===== src/rtl/seq_detect_param_if.sv =====
// Bus bundle for the parametrised serial sequence detector: stream input,
// pattern load controls and the match/status outputs.
interface seq_detect_param_if #(
    parameter int N     = 4,
    parameter int CNT_W = 8
);
    logic             en;
    logic             load;
    logic [N-1:0]     pattern_in;
    logic             overlap_in;
    logic             seq_valid;
    logic             seq;
    logic             dout;
    logic [CNT_W-1:0] match_cnt;
    logic             cnt_sat;
    logic             armed;

    // Bit source / controller side
    modport master (
        output en, load, pattern_in, overlap_in, seq_valid, seq,
        input  dout, match_cnt, cnt_sat, armed
    );

    // Detector side
    modport slave (
        input  en, load, pattern_in, overlap_in, seq_valid, seq,
        output dout, match_cnt, cnt_sat, armed
    );
endinterface


===== src/rtl/seq_detect_param.sv =====
// Parametrised serial sequence detector. A run-time loaded N-bit pattern is
// compared against a shift window of qualified input bits; each match gives a
// one-cycle registered pulse and bumps a saturating counter. Overlapping or
// non-overlapping detection is chosen at load time.
module seq_detect_param #(
    parameter int N     = 4,
    parameter int CNT_W = 8
) (
    input  logic                clk,
    input  logic                rst,
    seq_detect_param_if.slave   bus
);
    localparam int FW = $clog2(N + 1);
    localparam logic [FW-1:0] N_F = FW'(N);

    typedef enum logic [1:0] {
        IDLE = 2'b00,
        FILL = 2'b01,
        HUNT = 2'b10
    } state_t;

    state_t           state_q;
    logic [N-1:0]     pattern_q;
    logic [N-1:0]     window_q;
    logic [FW-1:0]    fill_q;
    logic             overlap_q;
    logic             dout_q;
    logic [CNT_W-1:0] cnt_q;
    logic             sat_q;
    logic             armed_q;

    logic             accept_s;
    logic [N-1:0]     win_shift_s;
    logic [FW-1:0]    fill_inc_s;
    logic             full_s;
    logic             hit_s;
    logic [CNT_W-1:0] cnt_d;
    logic             sat_d;

    // Saturating increment: an all-ones counter stays put
    function automatic logic [CNT_W-1:0] sat_inc(input logic [CNT_W-1:0] v);
        if (v == {CNT_W{1'b1}}) begin
            sat_inc = v;
        end else begin
            sat_inc = v + CNT_W'(1);
        end
    endfunction

    // Decode of the bit being accepted this cycle and whether it completes a match
    always_comb begin
        accept_s    = 1'b0;
        win_shift_s = {window_q[N-2:0], bus.seq};
        fill_inc_s  = fill_q + FW'(1);
        full_s      = 1'b0;
        hit_s       = 1'b0;
        cnt_d       = sat_inc(cnt_q);
        sat_d       = (cnt_d == {CNT_W{1'b1}});
        if (bus.en && bus.seq_valid && !bus.load && (state_q != IDLE)) begin
            accept_s = 1'b1;
        end else begin
            accept_s = 1'b0;
        end
        if ((state_q == HUNT) || (fill_inc_s == N_F)) begin
            full_s = 1'b1;
        end else begin
            full_s = 1'b0;
        end
        if (accept_s && full_s && (win_shift_s == pattern_q)) begin
            hit_s = 1'b1;
        end else begin
            hit_s = 1'b0;
        end
    end

    // Detector FSM: load, window shift, fill tracking, match pulse and counter
    always_ff @(posedge clk or negedge rst) begin
        if (!rst) begin
            state_q   <= IDLE;
            pattern_q <= '0;
            window_q  <= '0;
            fill_q    <= '0;
            overlap_q <= 1'b0;
            dout_q    <= 1'b0;
            cnt_q     <= '0;
            sat_q     <= 1'b0;
            armed_q   <= 1'b0;
        end else if (bus.load) begin
            // Load wins over any bit presented in the same cycle
            state_q   <= FILL;
            pattern_q <= bus.pattern_in;
            overlap_q <= bus.overlap_in;
            window_q  <= '0;
            fill_q    <= '0;
            dout_q    <= 1'b0;
            cnt_q     <= '0;
            sat_q     <= 1'b0;
            armed_q   <= 1'b1;
        end else if (accept_s) begin
            window_q <= win_shift_s;
            if (hit_s) begin
                dout_q <= 1'b1;
                cnt_q  <= cnt_d;
                sat_q  <= sat_d;
                if (overlap_q) begin
                    // Keep the window so its tail can start the next match
                    state_q <= HUNT;
                    fill_q  <= N_F;
                end else begin
                    // Consumed bits are not reused: start a fresh fill
                    window_q <= '0;
                    fill_q   <= '0;
                    state_q  <= FILL;
                end
            end else begin
                dout_q <= 1'b0;
                if (state_q == FILL) begin
                    fill_q  <= fill_inc_s;
                    state_q <= (fill_inc_s == N_F) ? HUNT : FILL;
                end else begin
                    fill_q  <= fill_q;
                    state_q <= state_q;
                end
            end
        end else begin
            dout_q <= 1'b0;
        end
    end

    assign bus.dout      = dout_q;
    assign bus.match_cnt = cnt_q;
    assign bus.cnt_sat   = sat_q;
    assign bus.armed     = armed_q;
endmodule


===== src/flat_wrapper.sv =====
// flat-port wrapper written by rule: the top's interface ports become plain ports
module seq_detect_param_flat 
#(
    parameter int N     = 4,
    parameter int CNT_W = 8
)
  (clk, rst, bus_en, bus_load, bus_pattern_in, bus_overlap_in, bus_seq_valid, bus_seq, bus_dout, bus_match_cnt, bus_cnt_sat, bus_armed);
  seq_detect_param_if #(.N(N), .CNT_W(CNT_W)) bus_i ();
  input  logic clk;
  input  logic rst;
  input wire logic [$bits(bus_i.en)-1:0] bus_en;
  input wire logic [$bits(bus_i.load)-1:0] bus_load;
  input wire logic [$bits(bus_i.pattern_in)-1:0] bus_pattern_in;
  input wire logic [$bits(bus_i.overlap_in)-1:0] bus_overlap_in;
  input wire logic [$bits(bus_i.seq_valid)-1:0] bus_seq_valid;
  input wire logic [$bits(bus_i.seq)-1:0] bus_seq;
  output wire logic [$bits(bus_i.dout)-1:0] bus_dout;
  output wire logic [$bits(bus_i.match_cnt)-1:0] bus_match_cnt;
  output wire logic [$bits(bus_i.cnt_sat)-1:0] bus_cnt_sat;
  output wire logic [$bits(bus_i.armed)-1:0] bus_armed;
  assign bus_i.en = bus_en;
  assign bus_i.load = bus_load;
  assign bus_i.pattern_in = bus_pattern_in;
  assign bus_i.overlap_in = bus_overlap_in;
  assign bus_i.seq_valid = bus_seq_valid;
  assign bus_i.seq = bus_seq;
  assign bus_dout = bus_i.dout;
  assign bus_match_cnt = bus_i.match_cnt;
  assign bus_cnt_sat = bus_i.cnt_sat;
  assign bus_armed = bus_i.armed;
  seq_detect_param #(.N(N), .CNT_W(CNT_W)) u_core (.clk(clk), .rst(rst), .bus(bus_i));
endmodule

===== config.mk =====
export PLATFORM = sky130hd
export DESIGN_NAME = seq_detect_param_flat
export DESIGN_NICKNAME = d
export VERILOG_FILES = /design/src/rtl/seq_detect_param_if.sv /design/src/rtl/seq_detect_param.sv /design/src/flat_wrapper.sv
export SDC_FILE = /design/constraint.sdc
export NUM_CORES = 1
export LEC_CHECK = 0
export ABC_AREA = 1
export CAP_MARGIN = 15
export CORE_ASPECT_RATIO = 0.9
export CORE_MARGIN = 2
export CORE_UTILIZATION = 47
export DETAILED_ROUTE_END_ITERATION = 10
export MAX_ROUTING_LAYER = met4
export PLACE_DENSITY = 0.71
export SLEW_MARGIN = 10
export SYNTH_ARGS = -nofsm -noshare
export SYNTH_HDL_FRONTEND = slang
export SYNTH_SLANG_ARGS = --single-unit

===== constraint.sdc =====
create_clock -name clk -period 1.6 [get_ports clk]
set_input_delay 0.32 -clock clk [delete_from_list [all_inputs] [get_ports clk]]
set_output_delay 0.32 -clock clk [all_outputs]
set_load 0.005 [all_outputs]

==> impl_results.md <==
* Final Net Count at 249
* Top cell type by total area after synthesis: dfrtp_1
* Peak VDD IR at 0.358 mV
* Worst hold path type: primary input to async pin
* Met3 Wirelength at 97 um
* Routed wl met2 at 1330 um
* Drt via density at 4.71
* Crit-path max FO at 4
* Post-Synthesis Cell Area at 1390 sq um
* Outcome: completed
* Post-place instance area at 1710 sq um
* PD cells at 625 nW/um^2
* Largest net degree at the start of global routing at 25
* CTS tree: yes
* Worst Tran Pin Value at 302 ps
* DR iter-0 viols at 74
* Slowest CP cell: clkdlybuf4s50_1
* H-Tree Level Count at 1
* I/O Buffers at 21
* Fillers at 263
* ANT nets after route at 0
* Max cap viols at 0
* Total power after layout at 1.14 mW
* TritonRoute pass-1 iters at 4
* Setup violations, final at 0
* Distinct cells, synth at 22
* Horiz. Die Dim at 61.3 um
* Total gr overflow at 0
* GP Congestion at 0.912
* Worst-Skew Late Latency at 310 ps
* Highest Clock Rate at 0.650 GHz
* Layout cell share with drive strength beyond 1 at 20.6%
* Synthesized flop and latch total at 24
* Avg WL per Cell at 10.7 um
* Global Route Usage Sum at 18.4%
* Top-area cell type share of the netlist area at 43.3%
* Synth Warn # at 0
* Vias in the first global route at 1,089
* Rel. slew slack at 79.9%
* Critical path, cell by cell: clkdlybuf4s50_1
* Clock Tree Buf Depth at 2
* RSZ-0062 raised after global routing: yes
* N_diodes at 0
* Clock-pin slew on the worst setup and hold paths at 130 ps
* Slew Viols, Final at 0
* Seq/Total Area, Yosys at 43.3%
* Final Skew at 2.21 ps
* WP data arrival at 1220 ps
* Tcrit/Tclk final at 96.2%
* Top sig layer: met4
* Critical setup path kind: flip-flop to output port
* Hpwl dp at 2190 um
* Final instance area at 1820 sq um
* Buffers & Inverters on Critical Path at 1
* CP delay by family, top: buffers and inverters
* Area grow syn2layout at 31.1%
* CORE AREA at 2770 sq um
* Met1 Wirelength at 1460 um
* CTS root buffer: clkbuf_4
* Initial antenna violation count at 0
* WL final at 2930 um
* Hold_buf cts at 0
* Die Y at 55.5 um
* Setup crit start kind: flip-flop
* Clock sink count at 24
* Final Core Density at 65.7%
* First-pass GRT wire length at 4740 um
* Post-synthesis cell count at 195
* Critical path capture point type: output port
* Largest cells by area after synthesis: dfrtp_1 (43%), nand2_1 (19%), inv_1 (6.0%), nand3_1 (4.7%), o21ai_1 (4.7%)
* Initial core utilization at 50.1%
* Routed via count at 1,286
* Tmin final at 1540 ps
* Syn Nets at 209
* Syn Area/Cell at 7.12 sq um
* Cts bufs inserted at 3
* Die ar. at 3400 sq um
* Hold Violations, Final at 0
* Rows at 18
* Slowest cell delay on critical path at 510 ps
* Top Ports at 22
* Lkg Pwr at 0.919 nW
* DRC at 0
* Worst path required time at 1280 ps
-- worst paths after layout --
check,from,depth (start not counted),slack [ps],to
max,u_core.bus.match_cnt[6],1,60,bus_match_cnt[6]
min,rst,2,350,u_core.pattern_q[0]
max reg2reg,u_core.bus.match_cnt[1],9,80,u_core.bus.cnt_sat
min reg2reg,u_core.bus.armed,1,480,u_core.bus.armed
max in group asynchronous,rst,2,1020,u_core.bus.match_cnt[0]
min in group clk,u_core.bus.armed,1,480,u_core.bus.armed
-- power breakdown --
part           leakage (nW)  internal, mW  total, mW  switching [mW]
Combinational         0.590        0.0936      0.211           0.117
Sequential            0.315         0.639      0.664          0.0252
Clock                0.0138        0.0879      0.263           0.175
-- metal layers --
metal / global-route usage (%) / vias up
met5: - / -
met4: 4.66 / 0
met3: 2.81 / 6
met2: 26.0 / 21
met1: 27.4 / 577
li1: - / 682
-- worst register-to-register path: stages, from the launching register on --
cell     delay (ps)
dfrtp_1         400
ha_1            180
nand2_1         110
nor2_4          130
nand2_2         140
a21oi_2         180
nand3_1          90
nor2_1          110
nand2_1          70
nand2_1          60
-- Yosys cell counts --
library cell	count
nand3_1	13
inv_1	22
clkbuf_1	1
o21ai_0	6
nor3_1	1
a21oi_2	3
nand2_2	5
clkinv_1	1
dfrtp_1	24
xnor2_1	1
inv_2	8
xor2_1	2
nor2_4	2
nor2_1	15
or2_2	1
nand3_2	1
ha_1	3
nand4_1	1
a21oi_1	1
buf_6	1
o21ai_1	13
nand2_1	70
-- timing repair --
action,4_1_cts,5_1_grt
pin swaps,0,4
endpoints found under the setup margin,4,12
resized for setup,1,11
setup buffers,3,4
hold endpoints to repair,0,0
-- kinds of logic (layout without fill, tap and decap cells) --
kind of cell	after synthesis	count (layout)	synth area share (%)
adder cells (fa/ha/maj)	3	3	2.71
XOR/XNOR	3	3	1.89
buffers and inverters	33	71	9.47
AND/OR/NAND/NOR	109	109	33.5
AO/OA/AOI/OAI	23	23	9.11
flip-flops	24	24	43.3
-- placed cells by master (no fill, tap or decap) --
master	netlist	final
nand3_1	13	12
o21ai_0	6	6
nor2_4	2	2
clkdlybuf4s50_1	0	19
o21ai_1	13	11
o21ai_2	0	2
nand4_1	1	1
or2_2	1	1
inv_1	22	22
nand2_1	70	66
buf_4	0	15
clkbuf_4	0	3
dfrtp_1	24	24
a21oi_2	3	3
xor2_1	2	2
xnor2_1	1	1
dlymetal6s2s_1	0	1
nand2_4	0	1
nor3_1	1	1
ha_1	3	2
nand2_2	5	8
ha_2	0	1
a21oi_1	1	1
dlygate4sd2_1	0	1
nor2_1	15	15
buf_12	0	1
nand3_2	1	2
inv_2	8	9
-- sequential cells by signal (all words and copies together) (netlist names), 2 cells and up --
register / flops
u_core.bus.match_cnt: 8
u_core.pattern_q: 4
u_core.fill_q: 3
u_core.window_q: 3
u_core.state_q: 2
-- metrics by stage --
stage | instances | setup TNS (ps) | hold WS (ps) | worst slack (ps)
finish | 273 | 0 | 350 | 61.4
global route | 273 | -72.4 | 376 | -68.2
CTS | 269 | 0 | 357 | 7.71
detailed placement | 263 | -2720 | 452 | -223
global placement | 263 | -2290 | 447 | -203
floorplan | 195 | 0 | 24.4 | 176
-- layout make-up --
type	instances	area [sq um]	share of cell area, %
tap	40	50.0	2.75
clock buffer	3	22.5	1.24
timing repair buffer	37	344	18.9
sequential	24	601	33.0
multi-input combinational	138	686	37.7
inverter	31	116	6.40
Power figures use the tool's default switching activity.
